**src/rtl/ahb_arbiter_nm.sv**
```systemverilog
// N-master AHB bus arbiter: fixed-priority or round-robin selection with locked
// sequences, a per-owner hold limit, burst protection and address/data-phase master indices.
module ahb_arbiter_nm #(
  parameter int NUM_M    = 4,
  parameter int RR_MODE  = 1,
  parameter int DEF_M    = 0,
  parameter int MAX_HOLD = 8,
  localparam int MW      = $clog2(NUM_M)
) (
  input  logic             clk,
  input  logic             rst,
  input  logic [NUM_M-1:0] hbusreq,
  input  logic [NUM_M-1:0] hlock,
  input  logic [1:0]       htrans,
  input  logic             hready,
  output logic [NUM_M-1:0] hgrant,
  output logic [MW-1:0]    hmaster,
  output logic [MW-1:0]    hmaster_d,
  output logic             hmastlock
);

  localparam int HW = (MAX_HOLD < 1) ? 1 : $clog2(MAX_HOLD + 1);

  localparam logic [1:0] ST_PARK = 2'd0;
  localparam logic [1:0] ST_OWN  = 2'd1;
  localparam logic [1:0] ST_LOCK = 2'd2;

  localparam logic [1:0]       HTRANS_SEQ = 2'b11;
  localparam logic [MW-1:0]    DEF_IDX    = MW'(DEF_M);
  localparam logic [NUM_M-1:0] DEF_GRANT  = NUM_M'(1) << DEF_M;
  localparam logic [HW-1:0]    HOLD_MAX   = HW'(MAX_HOLD);

  logic [1:0]       state_q, state_d;
  logic [NUM_M-1:0] grant_q, grant_d;
  logic [MW-1:0]    rr_ptr_q, rr_ptr_d;
  logic [HW-1:0]    hold_q, hold_d;
  logic [MW-1:0]    hmaster_q;
  logic [MW-1:0]    hmaster_dph_q;
  logic             hmastlock_q;

  logic [MW-1:0]    owner;
  logic [NUM_M-1:0] others;
  logic [NUM_M-1:0] cand;
  logic             burst;
  logic             beat;
  logic             expire;
  logic             rearb;
  logic             win_vld;
  logic [MW-1:0]    win_idx;
  logic [MW-1:0]    pos;

  function automatic logic [NUM_M-1:0] to_onehot(input logic [MW-1:0] idx);
    logic [NUM_M-1:0] v;
    v      = '0;
    v[idx] = 1'b1;
    return v;
  endfunction

  function automatic logic [MW-1:0] to_index(input logic [NUM_M-1:0] oh);
    logic [MW-1:0] idx;
    idx = '0;
    for (int i = 0; i < NUM_M; i++) begin
      if (oh[i]) idx = idx | MW'(i);
    end
    return idx;
  endfunction

  // BUSY and SEQ both have htrans[0] set; NONSEQ and SEQ both have htrans[1] set.
  assign owner  = to_index(grant_q);
  assign others = hbusreq & ~grant_q;
  assign burst  = htrans[0];
  assign beat   = htrans[1];
  assign expire = (MAX_HOLD != 0) && (hold_q == HOLD_MAX) && (|others);
  assign cand   = (state_q == ST_OWN) ? others : hbusreq;

  // Scan from the farthest candidate down so the closest hit overwrites last.
  always_comb begin
    win_vld = 1'b0;
    win_idx = '0;
    pos     = '0;
    for (int k = NUM_M; k >= 1; k--) begin
      if (RR_MODE != 0) pos = MW'((int'(rr_ptr_q) + k) % NUM_M);
      else              pos = MW'(k - 1);
      if (cand[pos]) begin
        win_vld = 1'b1;
        win_idx = pos;
      end
    end
  end

  // NOTE: every signal gets a default at the top so no path leaves it unassigned (no latch).
  always_comb begin
    state_d  = state_q;
    grant_d  = grant_q;
    rr_ptr_d = rr_ptr_q;
    hold_d   = hold_q;
    rearb    = 1'b0;

    case (state_q)
      ST_PARK: rearb = (|hbusreq) && !burst;
      ST_OWN: begin
        if (hlock[owner] && hbusreq[owner]) state_d = ST_LOCK;
        else if (!burst && (!hbusreq[owner] || expire)) rearb = 1'b1;
      end
      ST_LOCK: begin
        if (!hlock[owner] && (htrans != HTRANS_SEQ)) state_d = ST_OWN;
      end
      default: state_d = ST_PARK;
    endcase

    if (rearb) begin
      if (win_vld) begin
        state_d = ST_OWN;
        grant_d = to_onehot(win_idx);
      end else begin
        state_d = ST_PARK;
        grant_d = DEF_GRANT;
      end
    end

    if (grant_d != grant_q) begin
      hold_d = '0;
      if (win_vld) rr_ptr_d = win_idx;
    end else if (beat && (hold_q != HOLD_MAX)) begin
      hold_d = hold_q + HW'(1);
    end
  end

  // NOTE: sequential state uses non-blocking assignments so all registers sample pre-edge values.
  always_ff @(posedge clk or posedge rst) begin
    if (rst) begin
      state_q       <= ST_PARK;
      grant_q       <= DEF_GRANT;
      rr_ptr_q      <= DEF_IDX;
      hold_q        <= '0;
      hmaster_q     <= DEF_IDX;
      hmaster_dph_q <= DEF_IDX;
      hmastlock_q   <= 1'b0;
    end else if (hready) begin
      state_q       <= state_d;
      grant_q       <= grant_d;
      rr_ptr_q      <= rr_ptr_d;
      hold_q        <= hold_d;
      hmaster_q     <= owner;
      hmaster_dph_q <= hmaster_q;
      hmastlock_q   <= hlock[owner];
    end
  end

  assign hgrant    = grant_q;
  assign hmaster   = hmaster_q;
  assign hmaster_d = hmaster_dph_q;
  assign hmastlock = hmastlock_q;

endmodule

```
**config.mk**
```make
export PLATFORM = sky130hd
export DESIGN_NAME = ahb_arbiter_nm
export DESIGN_NICKNAME = d
export VERILOG_FILES = /design/src/rtl/ahb_arbiter_nm.sv
export SDC_FILE = /design/constraint.sdc
export NUM_CORES = 1
export LEC_CHECK = 0
export BUFFER_PORTS_ARGS = -buffer_cell sky130_fd_sc_hd__buf_4
export CAP_MARGIN = 10
export CORE_MARGIN = 2
export CORE_UTILIZATION = 35
export DETAILED_ROUTE_END_ITERATION = 10
export PLACE_DENSITY_LB_ADDON = 0.25
export RECOVER_POWER = 50
export SLEW_MARGIN = 25
export SYNTH_ARGS = -nofsm -noshare
export SYNTH_HDL_FRONTEND = slang
export SYNTH_SLANG_ARGS = --single-unit
```
**constraint.sdc**
```tcl
create_clock -name clk -period 5 [get_ports clk]
set_input_delay 0.25 -clock clk [delete_from_list [all_inputs] [get_ports clk]]
set_output_delay 0.25 -clock clk [all_outputs]
set_load 0.01 [all_outputs]
```
### Word-level counts from Yosys, hierarchy flattened

Cells that the tools add are included.

* bitwise gates (word level): 2
* reduce and logical (&&, ||, !) cells: 18
* order comparisons: 7
* equal/unequal tests: 9
* multiplexer cells: 38
* add/subtract/negate cells: 5

Operators by type and width (count)
* 4-bit two-way mux: 5
* 2-bit by 3-bit less-than comparator with 1-bit output, second input constant: 6
* 2-bit two-way mux: 9
* 1-bit two-way mux: 15
* 1-bit binary-select mux with 2-bit select: 6
* 4-bit OR reduction: 2
* 1-bit logical AND: 7
* 2-bit case mux with 3 select lines: 1
* 2-bit by 1-bit adder with 2-bit output, second input constant: 2
* 2-bit adder, second input constant: 2
* 4-bit by 1-bit adder with 4-bit output, second input constant: 1
* 4-bit AND: 1
* 4-bit equality test, second input constant: 1
* 2-bit != test, second input constant: 2
* 4-bit != test: 1
* 4-bit != test, second input constant: 1
* 4-bit inverter: 1
* 4-bit AND reduction: 1
* 1-bit zero test: 3
* 3-bit by 2-bit != test with 1-bit output, second input constant: 1
* 3-bit != test, second input constant: 1
* 3-bit AND reduction: 1
* 1-bit demux with 2-bit select: 1
* 2-bit by 1-bit equality test with 1-bit output, second input constant: 1
* 7 further kinds: 7

* output and inout bits: 9
* word-level logic and storage cells: 86
* flip-flop bits (word level): 17
* bits of input ports: 13

### Longest topological paths before layout

* depth in word-level cells: 18
* gate-level depth with buffers: 9
* mapped depth without buffers: 9

### Worst setup path before layout

Ideal clock, no wire load.

* path kind: register to register
* start: register grant_q[1], in the netlist hgrant[1]
* end: register rr_ptr_q[0]
* clock period less this slack: 2457 ps
* buffers on the path: 1
* required time: 4875 ps
* stages on the path, launching flop included: 9
* library setup time: 125 ps
* slack: 2543 ps
* arrival: 2332 ps
* path through: dfrtp_1 -> buf_2 -> mux2_1 -> a22oi_1 -> o211ai_1 -> a2111oi_4 -> nand3_1 -> nor3_2 -> mux2_4

* longest elaborated chain between the ends: 17
* elaborated cells on any way between the ends: 44
* classes of those cells: 2 x order compare; 1 x eq/ne; 31 x mux; 2 x bitwise; 8 x reduce/logical

RTL lines
* start: declaration: RTL line 34 `logic [NUM_M-1:0] grant_q, grant_d;`
* start signal: assignment: RTL line 141 `grant_q <= grant_d;`
* 4-bit inverter: RTL line 70 `assign others = hbusreq & ~grant_q;`
* 4-bit AND: RTL line 70
* 4-bit two-way mux: RTL line 74 `assign cand = (state_q == ST_OWN) ? others : hbusreq;`
* 1-bit binary-select mux with 2-bit select: RTL line 84 `if (cand[pos]) begin`
* 1-bit two-way mux (not written as such): RTL line 84
* 2-bit two-way mux (4 in a row): RTL line 84
* 2-bit by 3-bit less-than comparator with 1-bit output (not written as such) / 2-bit by 1-bit greater-or-equal comparator with 1-bit output (equally long branches): RTL line 55 `v[idx] = 1'b1;`
* 1-bit logical AND (not written as such): RTL line 55
* 1-bit two-way mux (not written as such): RTL line 55
* 1-bit demux with 2-bit select: RTL line 55
* 4-bit two-way mux: RTL line 112 `if (win_vld) begin`
* 4-bit two-way mux: RTL line 111 `if (rearb) begin`
* 4-bit != test: RTL line 121 `if (grant_d != grant_q) begin`
* 3-bit AND reduction (no source line)
* end signal: assignment: RTL line 142 `rr_ptr_q <= rr_ptr_d;`
* end: declaration: RTL line 35 `logic [MW-1:0] rr_ptr_q, rr_ptr_d;`

Parallel ways exist; a longest one is shown, timed or not. The select of a mux whose other input is x is not followed.
A chain may end at the register's enable or synchronous reset.

### Worst setup path after layout

* start: register grant_q[1], in the netlist hgrant[1]
* end: register rr_ptr_q[1]

Same word-level chain as after synthesis.

==> impl_metrics.py <==
metrics = {
    "sta": {
        "setup-tns-final_ns": 0,
        "grt_setup_unrepaired": "no",
        "hold_viol": 0,
        "period_share_pct": 54.38,
        "clock.fmax_mhz": 367.8,
        "worstMarginPinSlew_ns": 0.6638,
        "relSlewSlack_pct": 55.70,
        "setup_viol": 0,
        "layout_min_cycle_time_ns": 2.719,
        "finClkSkew_ns": 0.01032,
        "slew_viol_final": 0,
        "finalWorstSetupSlack_ns": 2.281,
    },
    "floorplan": {
        "pin_count": 22,
        "die-area_um2": 4023,
        "die_x_um": 63.43,
        "fp-row-count": 21,
        "die_y_um": 63.43,
        "core-area_um2": 3363,
        "start_util_pct": 36.76,
    },
    "worst_setup_path": {
        "cp.required_ns": 5.21,
        "crit_path_start_kind": "flip-flop",
        "worstReg2RegStart": "hgrant[1]$_DFFE_PP0P_",
        "crit_path_start": "hgrant[1]$_DFFE_PP0P_",
        "critPathKind": "flip-flop to flip-flop",
        "endpoint_kind": "flip-flop",
        "arrival_ns": 2.92,
        "crit_fanout": 13,
    },
    "final_layout": {
        "design_area_um2": 1445,
        "num_antenna_cells": 0,
        "fin_nets": 164,
        "final_util_pct": 42.97,
        "seq_area_um2": 426.7,
        "area_growth_pct": 16.90,
        "final_cells": 194,
        "fill_cells": 366,
        "layout-drive-gt1-share_pct": 27.03,
        "multi_input_area_um2": 758.2,
    },
    "placement": {
        "place_congestion": 0.8274,
        "dp_hpwl_mm": 2.301,
        "placed_area_um2": 1426,
        "dp_cells": 190,
        "io_buffer_count": 21,
        "dp_slack_ns": 2.347,
    },
    "detailed_routing": {
        "route.vias.total": 1016,
        "wl_per_cell_um": 15.28,
        "drt_wl_total_mm": 2.964,
        "viasPerCell": 5.237,
        "drc": 0,
        "ant_nets": 0,
        "dr.pass1.iters": 4,
        "drtIter0Drc": 84,
    },
    "synth": {
        "avgSynthCellArea_um2": 9.583,
        "synth_ff_type": "dfrtp_1",
        "netlist_top_cells_area": "dfrtp_1 32%, mux2_2 3.6%, nand2_1 3.0%",
        "yosys.area.top_type": "dfrtp_1",
        "synthCells": 129,
        "ys_warn_count": 0,
        "ys_seq_elements": 17,
        "seq_area_frac_synth_pct": 34.51,
        "synthArstFlopShare_pct": 100.0,
        "ys_types": 53,
        "syn_nets": 144,
        "synth_top_area_share_pct": 32.39,
        "synth_common_cells": "16 x dfrtp_1, 10 x nand2_1, 10 x nor2_1",
        "netlist_area_um2": 1236,
        "synth_edf_count": 0,
        "synth_most_common_cell": "dfrtp_1",
    },
    "cts": {
        "worstSkewPairLatency_ns": 0.29,
        "cts.clk_slew.worst_paths_ns": 0.10,
        "clk_path_buf_depth": 2,
        "cts_setup_buffers": 0,
        "cts-root-buf": "clkbuf_4",
        "post_cts_resize_count": 0,
        "h-tree-depth": 1,
        "clock-sinks": 17,
        "cts-hold-fix-buffers": 0,
        "cts_tree": "built",
        "numCtsBuffers": 3,
    },
    "flow_run": {
        "maxCapViolCount": 0,
    },
    "run_status": {
        "outcome": "finished clean",
    },
    "grt": {
        "grt_pass1_wl_mm": 5.030,
        "antenna_found_initial": 0,
        "grt_max_degree": 18,
        "overflow": 0,
        "grtUsageTotal_pct": 15.72,
        "grt_pass1_vias": 1046,
    },
    "power_and_ir_drop": {
        "power_density_nw_per_um2": 494.0,
        "vdd_drop_max_uv": 225.3,
        "leakagePower_nw": 0.6114,
    },
    "worst_hold_path": {
        "min_path_type": "input pin to async pin",
    },
}
[final timing paths]
path	slack [ns]	to	cells past startpoint
max	2.28	rr_ptr_q[1]$_DFFE_PP0P_	7
min	0.05	hmaster_d[0]$_DFFE_PP0P_	2
max reg2reg	2.28	rr_ptr_q[1]$_DFFE_PP0P_	7
min reg2reg	0.52	hmastlock$_DFFE_PP0P_	1
max in group asynchronous	4.51	hgrant[2]$_DFFE_PP0P_	2
min in group clk	0.24	hmaster[1]$_DFFE_PP0P_	2
[flip-flops by register name, summed over array words and instances (netlist names)]
name,count
hold_q,4
rr_ptr_q,2
state_q,2
hgrant,4
hmaster,2
hmaster_d,2
hmastlock,1
[stage by stage]
step                      hold WS [ns]  total power [mW]
final                          0.04829            0.7138
after global routing            0.1020            0.7722
after CTS                      0.06828            0.7276
after detailed placement        0.3897            0.6528
after global placement          0.3723            0.6385
after floorplan                 0.1753            0.5298
[critical path: stages, from the launching register on]
cell and delay, ns:
dfrtp_1 0.65, mux2_1 0.38, a22oi_1 0.22, o211ai_1 0.18
a2111oi_4 0.47, nand2_2 0.19, nor3_2 0.38, o2bb2ai_1 0.16
[cell type report]
type,count,area share [%]
tap,46,3.983
timing repair buffer,21,10.39
sequential,17,29.52
multi-input combinational,99,52.47
clock buffer,4,1.818
inverter,7,1.818
[cells in the final DEF (no fill, tap or decap), types with 2 or more instances in the layout]
cell type  netlist  layout
o2111ai_1        2       2
nand2_1         10      10
ha_1             2       2
a21oi_1          4       4
o31ai_1          2       2
dfrtp_1         16      16
nand3_1          2       2
nand2b_1         5       5
buf_4            0      18
and3b_1          2       2
a21boi_0         2       2
a22oi_1          4       4
xor2_1           2       2
nand3b_1         3       3
and2_1           3       3
clkbuf_1         3       3
nor3_2           2       2
o211ai_1         2       2
or4_1            2       2
nor2_1          10      10
inv_1            7       7
clkbuf_4         0       4
mux2_2           4       4
o21ai_0          7       7
a32oi_1          2       2
[where the power goes]
| group | switching [mW] | internal (mW) |
|---|---|---|
| logic | 0.186 | 0.170 |
| clock network | 0.0411 | 0.0309 |
| registers | 0.0916 | 0.195 |
| total | 0.318 | 0.395 |
[logic make-up after synthesis]
group | after synthesis | share of synthesized area [%]
simple gates | 51 | 25.31
compound gates | 36 | 25.30
flops | 17 | 34.51
buf+inv | 13 | 4.150
mux | 7 | 6.578
xor+xnor | 3 | 2.126
fa+ha+maj | 2 | 2.024
[metal layers]
| layer | GRT usage (%) | part of all wire [%] | vias up |
|---|---|---|---|
| met1 | 22.32 | 48 | 487 |
| met5 | 0 | 0 | - |
| met3 | 2.321 | 2.3 | 2 |
| met4 | 3.261 | 0.44 | 0 |
| met2 | 25.39 | 49 | 16 |
| li1 | - | - | 511 |
(Power assumes the default switching activity.)
